==> src/rtl/ifetch_stage_pkg.sv <==
// Shared encodings for the MIPS-lite fetch stage: FSM state codes, opcode fields, reset PC.
package ifetch_stage_pkg;

    localparam logic [1:0] IF_STATE_REQ  = 2'd0;
    localparam logic [1:0] IF_STATE_WAIT = 2'd1;
    localparam logic [1:0] IF_STATE_HOLD = 2'd2;
    localparam logic [1:0] IF_STATE_KILL = 2'd3;

    localparam logic [31:0] PC_RESET_DEFAULT = 32'h0000_3000;

    localparam logic [5:0] OP_RTYPE = 6'h00;
    localparam logic [5:0] OP_J     = 6'h02;
    localparam logic [5:0] OP_JAL   = 6'h03;
    localparam logic [5:0] OP_BEQ   = 6'h04;
    localparam logic [5:0] OP_ORI   = 6'h0d;
    localparam logic [5:0] OP_LUI   = 6'h0f;
    localparam logic [5:0] OP_LW    = 6'h23;
    localparam logic [5:0] OP_SW    = 6'h2b;

    function automatic logic [5:0] op_field(input logic [31:0] word);
        return word[31:26];
    endfunction

endpackage

==> src/rtl/ifetch_stage_next_pc_calc.sv <==
// Combinational next-PC logic: sequential PC, BEQ target, J/JAL target and redirect select.
module next_pc_calc
    import ifetch_stage_pkg::*;
#(
    parameter int ADDR_W = 32
) (
    input  logic [ADDR_W-1:0] pc,
    input  logic              br_taken,
    input  logic [ADDR_W-1:0] br_pc,
    input  logic [15:0]       br_imm,
    input  logic              jmp,
    input  logic [25:0]       jmp_index,
    output logic [ADDR_W-1:0] pc_plus4,
    output logic              redirect,
    output logic [ADDR_W-1:0] target
);
    logic [ADDR_W-1:0] br_seq;
    logic [ADDR_W-1:0] br_target;
    logic [ADDR_W-1:0] jmp_target;

    assign pc_plus4   = pc + ADDR_W'(4);
    assign br_seq     = br_pc + ADDR_W'(4);
    assign br_target  = br_seq + {{(ADDR_W-18){br_imm[15]}}, br_imm, 2'b00};
    // The jump region comes from the delay-slot PC of the jump itself.
    assign jmp_target = {br_seq[ADDR_W-1:28], jmp_index, 2'b00};
    assign redirect   = jmp | br_taken;
    assign target     = jmp ? jmp_target : br_target;

endmodule

==> src/rtl/ifetch_stage.sv <==
// Instruction fetch stage: owns the PC, fetches one word at a time, hands {instr, pc, op} to decode.
// IFETCH_SKID_EN adds a one-entry skid buffer so fetch can run at one instruction per cycle.
module ifetch_stage
    import ifetch_stage_pkg::*;
#(
    parameter int                ADDR_W   = 32,
    parameter logic [ADDR_W-1:0] PC_RESET = ADDR_W'(PC_RESET_DEFAULT)
) (
    input  logic              clk,
    input  logic              rst,
    output logic              imem_req_valid,
    input  logic              imem_req_ready,
    output logic [ADDR_W-1:0] imem_addr,
    input  logic              imem_rsp_valid,
    input  logic [31:0]       imem_rsp_data,
    output logic              instr_valid,
    input  logic              instr_ready,
    output logic [31:0]       instr,
    output logic [ADDR_W-1:0] instr_pc,
    output logic [5:0]        op,
    input  logic              br_taken,
    input  logic [ADDR_W-1:0] br_pc,
    input  logic [15:0]       br_imm,
    input  logic              jmp,
    input  logic [25:0]       jmp_index
);
    typedef struct packed {
        logic [31:0]       instr;
        logic [ADDR_W-1:0] pc;
    } fetch_ent_t;

    logic [1:0]        state, state_nx;
    logic [ADDR_W-1:0] pc, fetch_pc, pc_plus4, redir_pc;
    logic              redirect, req_fire, rsp_take, accept, outstanding_nx;
    fetch_ent_t        out_q, rsp_ent;
    logic              out_v;
`ifdef IFETCH_SKID_EN
    fetch_ent_t        skid_q;
    logic              skid_v;
`endif

    next_pc_calc #(.ADDR_W(ADDR_W)) u_next_pc (
        .pc        (pc),
        .br_taken  (br_taken),
        .br_pc     (br_pc),
        .br_imm    (br_imm),
        .jmp       (jmp),
        .jmp_index (jmp_index),
        .pc_plus4  (pc_plus4),
        .redirect  (redirect),
        .target    (redir_pc)
    );

    assign accept   = out_v & instr_ready;
    assign rsp_take = imem_rsp_valid & (state == IF_STATE_WAIT) & ~redirect;
    assign rsp_ent  = '{instr: imem_rsp_data, pc: fetch_pc};

`ifdef IFETCH_SKID_EN
    // Reissue in the response cycle only if that response is guaranteed a slot in the output register.
    assign imem_req_valid = ~rst & (((state == IF_STATE_REQ) & ~skid_v) |
                                    ((state == IF_STATE_WAIT) & imem_rsp_valid & ~redirect &
                                     (~out_v | instr_ready)));
`else
    assign imem_req_valid = ~rst & (state == IF_STATE_REQ);
`endif
    assign req_fire  = imem_req_valid & imem_req_ready;
    assign imem_addr = pc;

    // A request is still in flight after this edge if an old one has not returned or a new one fired.
    assign outstanding_nx = (((state == IF_STATE_WAIT) | (state == IF_STATE_KILL)) & ~imem_rsp_valid)
                          | req_fire;

    always_comb begin
        state_nx = state;
        if (redirect) begin
            state_nx = outstanding_nx ? IF_STATE_KILL : IF_STATE_REQ;
        end else begin
            case (state)
                IF_STATE_REQ:  if (req_fire) state_nx = IF_STATE_WAIT;
`ifdef IFETCH_SKID_EN
                IF_STATE_WAIT: if (imem_rsp_valid) state_nx = req_fire ? IF_STATE_WAIT : IF_STATE_REQ;
`else
                IF_STATE_WAIT: if (imem_rsp_valid) state_nx = IF_STATE_HOLD;
`endif
                IF_STATE_HOLD: if (accept) state_nx = IF_STATE_REQ;
                IF_STATE_KILL: if (imem_rsp_valid) state_nx = IF_STATE_REQ;
                default:       state_nx = IF_STATE_REQ;
            endcase
        end
    end

    always_ff @(posedge clk) begin
        if (rst) begin
            state    <= IF_STATE_REQ;
            pc       <= PC_RESET;
            fetch_pc <= '0;
            out_q    <= '0;
            out_v    <= 1'b0;
`ifdef IFETCH_SKID_EN
            skid_q   <= '0;
            skid_v   <= 1'b0;
`endif
        end else begin
            state <= state_nx;
            if (redirect)      pc <= redir_pc;
            else if (req_fire) pc <= pc_plus4;
            if (req_fire) fetch_pc <= pc;

            if (redirect) begin
                out_v <= 1'b0;
`ifdef IFETCH_SKID_EN
                skid_v <= 1'b0;
`endif
            end else begin
                if (accept) out_v <= 1'b0;
`ifdef IFETCH_SKID_EN
                if (accept && skid_v) begin
                    out_q  <= skid_q;
                    out_v  <= 1'b1;
                    skid_v <= 1'b0;
                end
                // skid is always empty while waiting, so a response never competes with it
                if (rsp_take) begin
                    if (!out_v || accept) begin
                        out_q <= rsp_ent;
                        out_v <= 1'b1;
                    end else begin
                        skid_q <= rsp_ent;
                        skid_v <= 1'b1;
                    end
                end
`else
                if (rsp_take) begin
                    out_q <= rsp_ent;
                    out_v <= 1'b1;
                end
`endif
            end
        end
    end

    assign instr_valid = out_v;
    assign instr       = out_q.instr;
    assign instr_pc    = out_q.pc;
    assign op          = op_field(out_q.instr);

endmodule

==> config.mk <==
export PLATFORM = sky130hd
export DESIGN_NAME = ifetch_stage
export DESIGN_NICKNAME = d
export VERILOG_FILES = /design/src/rtl/ifetch_stage_pkg.sv /design/src/rtl/ifetch_stage_next_pc_calc.sv /design/src/rtl/ifetch_stage.sv
export SDC_FILE = /design/constraint.sdc
export NUM_CORES = 1
export LEC_CHECK = 0
export CELL_PAD_IN_SITES_DETAIL_PLACEMENT = 2
export CELL_PAD_IN_SITES_GLOBAL_PLACEMENT = 2
export CORE_UTILIZATION = 27
export CTS_BUF_LIST = sky130_fd_sc_hd__clkbuf_4 sky130_fd_sc_hd__clkbuf_8 sky130_fd_sc_hd__clkbuf_16
export CTS_CLUSTER_SIZE = 30
export DETAILED_ROUTE_END_ITERATION = 16
export PLACE_DENSITY_LB_ADDON = 0.1
export SLEW_MARGIN = 20
export SYNTH_ARGS = -nofsm -noshare
export SYNTH_HDL_FRONTEND = slang
export SYNTH_SLANG_ARGS = --single-unit
==> constraint.sdc <==
create_clock -name clk -period 5.65 [get_ports clk]
set_clock_uncertainty 0.05 [all_clocks]
set_input_delay 1.695 -clock clk [delete_from_list [all_inputs] [get_ports clk]]
set_output_delay 1.695 -clock clk [all_outputs]
set_load 0.1 [all_outputs]
==> flow_summary.toml <==
[die]
die_area_sq_um = 29600
coreArea_sq_um = 28100
dieWidth_um = 172
ios = 217
die_h_um = 172
placement_rows = 61
initial_core_util_pct = 27.8

[global_route]
gr-usage-all-layers_pct = 20.3
grt_pass1_vias = 8525
grt_remaining_overflow = 0
antenna_found_initial = 0
grt_pass1_wl_um = 46800
grt_max_degree = 66

[final_layout]
drive_above_1_share_pct = 6.82
final_cell_mix = "nand2_1, clkdlybuf4s50_1, dfxtp_1"
ff_latch_area_sq_um = 2620
final_common_cell = "nand2_1"
final_cells = 1625
final_nets = 1385
diodes = 0
n_fill_cell = 3313
areaGrowthSynthToFinish_pct = 40.6
multi_input_comb_area_sq_um = 4830

[clock_tree]
worstSkewPairLatency_ps = 420
htreeDepth = 4
cts_setup_buffers = 0
cts_made_buffers = 17
cts_tree = "done"
cts_hold_buf = 0
ctsRootBufferMaster = "clkbuf_16"
clkTransAtPathRegs_ps = 60
clockBufferDepth = 2
cts_resized = 0
clock-sinks = 131

[outcome]
status = "completed"

[setup_path]
required_ps = 5880
endpoint_kind = "flop"
ff2ff_path_depth = 9
r2r_slack_ps = 2760
cp.arrival_ps = 5520
path_class = "input port to flop"
cp_max_fo = 5
startpoint = "br_pc[5]"
start_kind = "input port"
worstReg2RegEnd = "imem_addr[26]"
r2r_start = "imem_addr[2]"
endpoint = "imem_addr[24]"

[sta]
setup_viol = 0
fmax_ghz = 0.189
post-route-min-period_ps = 5290
worst_slack_ps = 362
finalMaxSlewViolations = 0
relSlewSlack_pct = 29.0
fin_tns_setup_ps = 0
worstMarginPinSlew_ps = 1060
holdWs_ps = 400
finalCritPeriodShare_pct = 93.6
rsz0062_at_grt = "no"
finalHoldViolations = 0

[synth]
async_flop_share_pct = 0
synth_top_area_share_pct = 33.6
seq_area_frac_synth_pct = 33.6
syn_area_per_cell_sq_um = 7.55
ys_types = 65
syn-num-nets = 1184
yosys-top-cells-area = "dfxtp_1, nand2_1, a21oi_1, ha_1, xnor2_1"
synth-seq-cells = 131
yosysTopAreaCell = "dfxtp_1"
synth_edf_count = 0
yosysWarnings = 0
synth_flop_cell = "dfxtp_1"
synth_area_sq_um = 7810
synthCells = 1034

[power_and_ir_drop]
power.density_nw_per_um2 = 263
leakagePower_nw = 4.10
vdd.ir_drop.worst_mv = 0.165
share_seq_of_total_power_pct = 35.2
power_frac_clock_pct = 38.6
power.total_mw = 2.89
swShare_pct = 34.0
switching_power_uw = 983
comb_power_share_pct = 26.2
internal_power_mw = 1.90

[drt]
drt_iter0_drc = 282
wl_um = 30000
wire_per_inst_um = 18.5
remaining_drc_errors = 0
drt-pass1-iter-count = 4
vias_per_cell = 5.05
ant_nets = 0
via_count = 8206

[placement]
numPlacedInstances = 1594
place_congestion = 0.784
dp_slack_ps = -27.2
portBuffers = 216
hpwl_um = 23000

[hold_path]
min_path_type = "flop to flop"

[run]
cap_viol_max_count = 0
==> synth_stat cells, drive strengths merged, types with 3 or more instances <==
master and number:
o221ai 3, mux2i 6, a31oi 6, inv 13, a221oi 8, clkbuf 41
nor2 57, o211ai 6, a311oi 5, xor2 22, o21a 4, a211o 4
nand4 20, a21o 17, and2 6, a2111oi 3, or2 5, and4 9
nand2 241, and3 14, nand3b 18, xnor2 44, buf 26, o21bai 6
a211oi 12, o22ai 5, nor4 4, nand3 52, a22o 4, o21ai 42
a21oi 119, nor3 19, ha 36, dfxtp 131
==> cells by family after synthesis <==
family	share of synthesized area (%)
flops	33.6
compound gates	20.0
mux	0.769
buf+inv	4.68
simple gates	27.5
xor+xnor	7.40
fa+ha+maj	6.02
==> registers in the layout (all words and copies together), names as in the netlist <==
signal,flops
fetch_pc,32
instr,32
state,2
instr_valid,1
instr_pc,32
imem_addr,32
==> worst max-delay path, stage by stage <==
cell and delay, ps:
clkdlybuf4s50_1 570, nand4_2 170, or4b_4 600, nor2_1 290, xor2_1 230, ha_1 280
a21oi_1 220, o21ai_0 170, nor4_1 310, a21oi_1 160, a221oi_1 380, buf_4 180
xor2_1 140, o32ai_1 100
==> power by group through the flow <==
stage | combinational, mW | sequential, mW | clock, mW
final | 0.756 | 1.02 | 1.11
after global routing | 0.814 | 1.02 | 1.17
after CTS | 0.763 | 1.02 | 1.14
after detailed placement | 0.758 | 1.04 | 0
after global placement | 0.748 | 1.04 | 0
after floorplan | 0.321 | 1.19 | 0
==> how the worst min path moves through the flow <==
stage	startpoint	to	slack, ps	cells after the start
floorplan	fetch_pc[17]	fetch_pc[17]	370	2
global placement	fetch_pc[24]	fetch_pc[24]	390	2
detailed placement	instr[9]	instr[9]	400	2
CTS	fetch_pc[19]	instr_pc[19]	400	2
global route	fetch_pc[19]	instr_pc[19]	420	2
finish	fetch_pc[19]	instr_pc[19]	400	2
==> stage by stage <==
step / util (%) / instance area, sq um
2_1_floorplan: - / 7820
3_3_place_gp: 37.0 / 10400
3_5_place_dp: 37.0 / 10400
4_1_cts: 39.1 / 11000
5_1_grt: 39.1 / 11000
6_report: 39.1 / 11000
==> area by class of cell <==
| class | count | area share, % |
|---|---|---|
| Inverter | 13 | 0.444 |
| Tap cell | 378 | 4.31 |
| Clock inverter | 13 | 1.37 |
| Sequential cell | 131 | 23.9 |
| Multi-Input combinational cell | 823 | 44.0 |
| Clock buffer | 18 | 4.00 |
| Timing Repair Buffer | 249 | 22.0 |
==> routing by layer <==
metal	part of all wire (%)	vias up	track usage (%)
li1	-	4031	-
met3	3.6	25	2.88
met1	47	3977	26.3
met5	0	-	0
met2	48	173	35.2
met4	1.3	0	5.31
No activity file was read; power rests on OpenSTA's default activity.
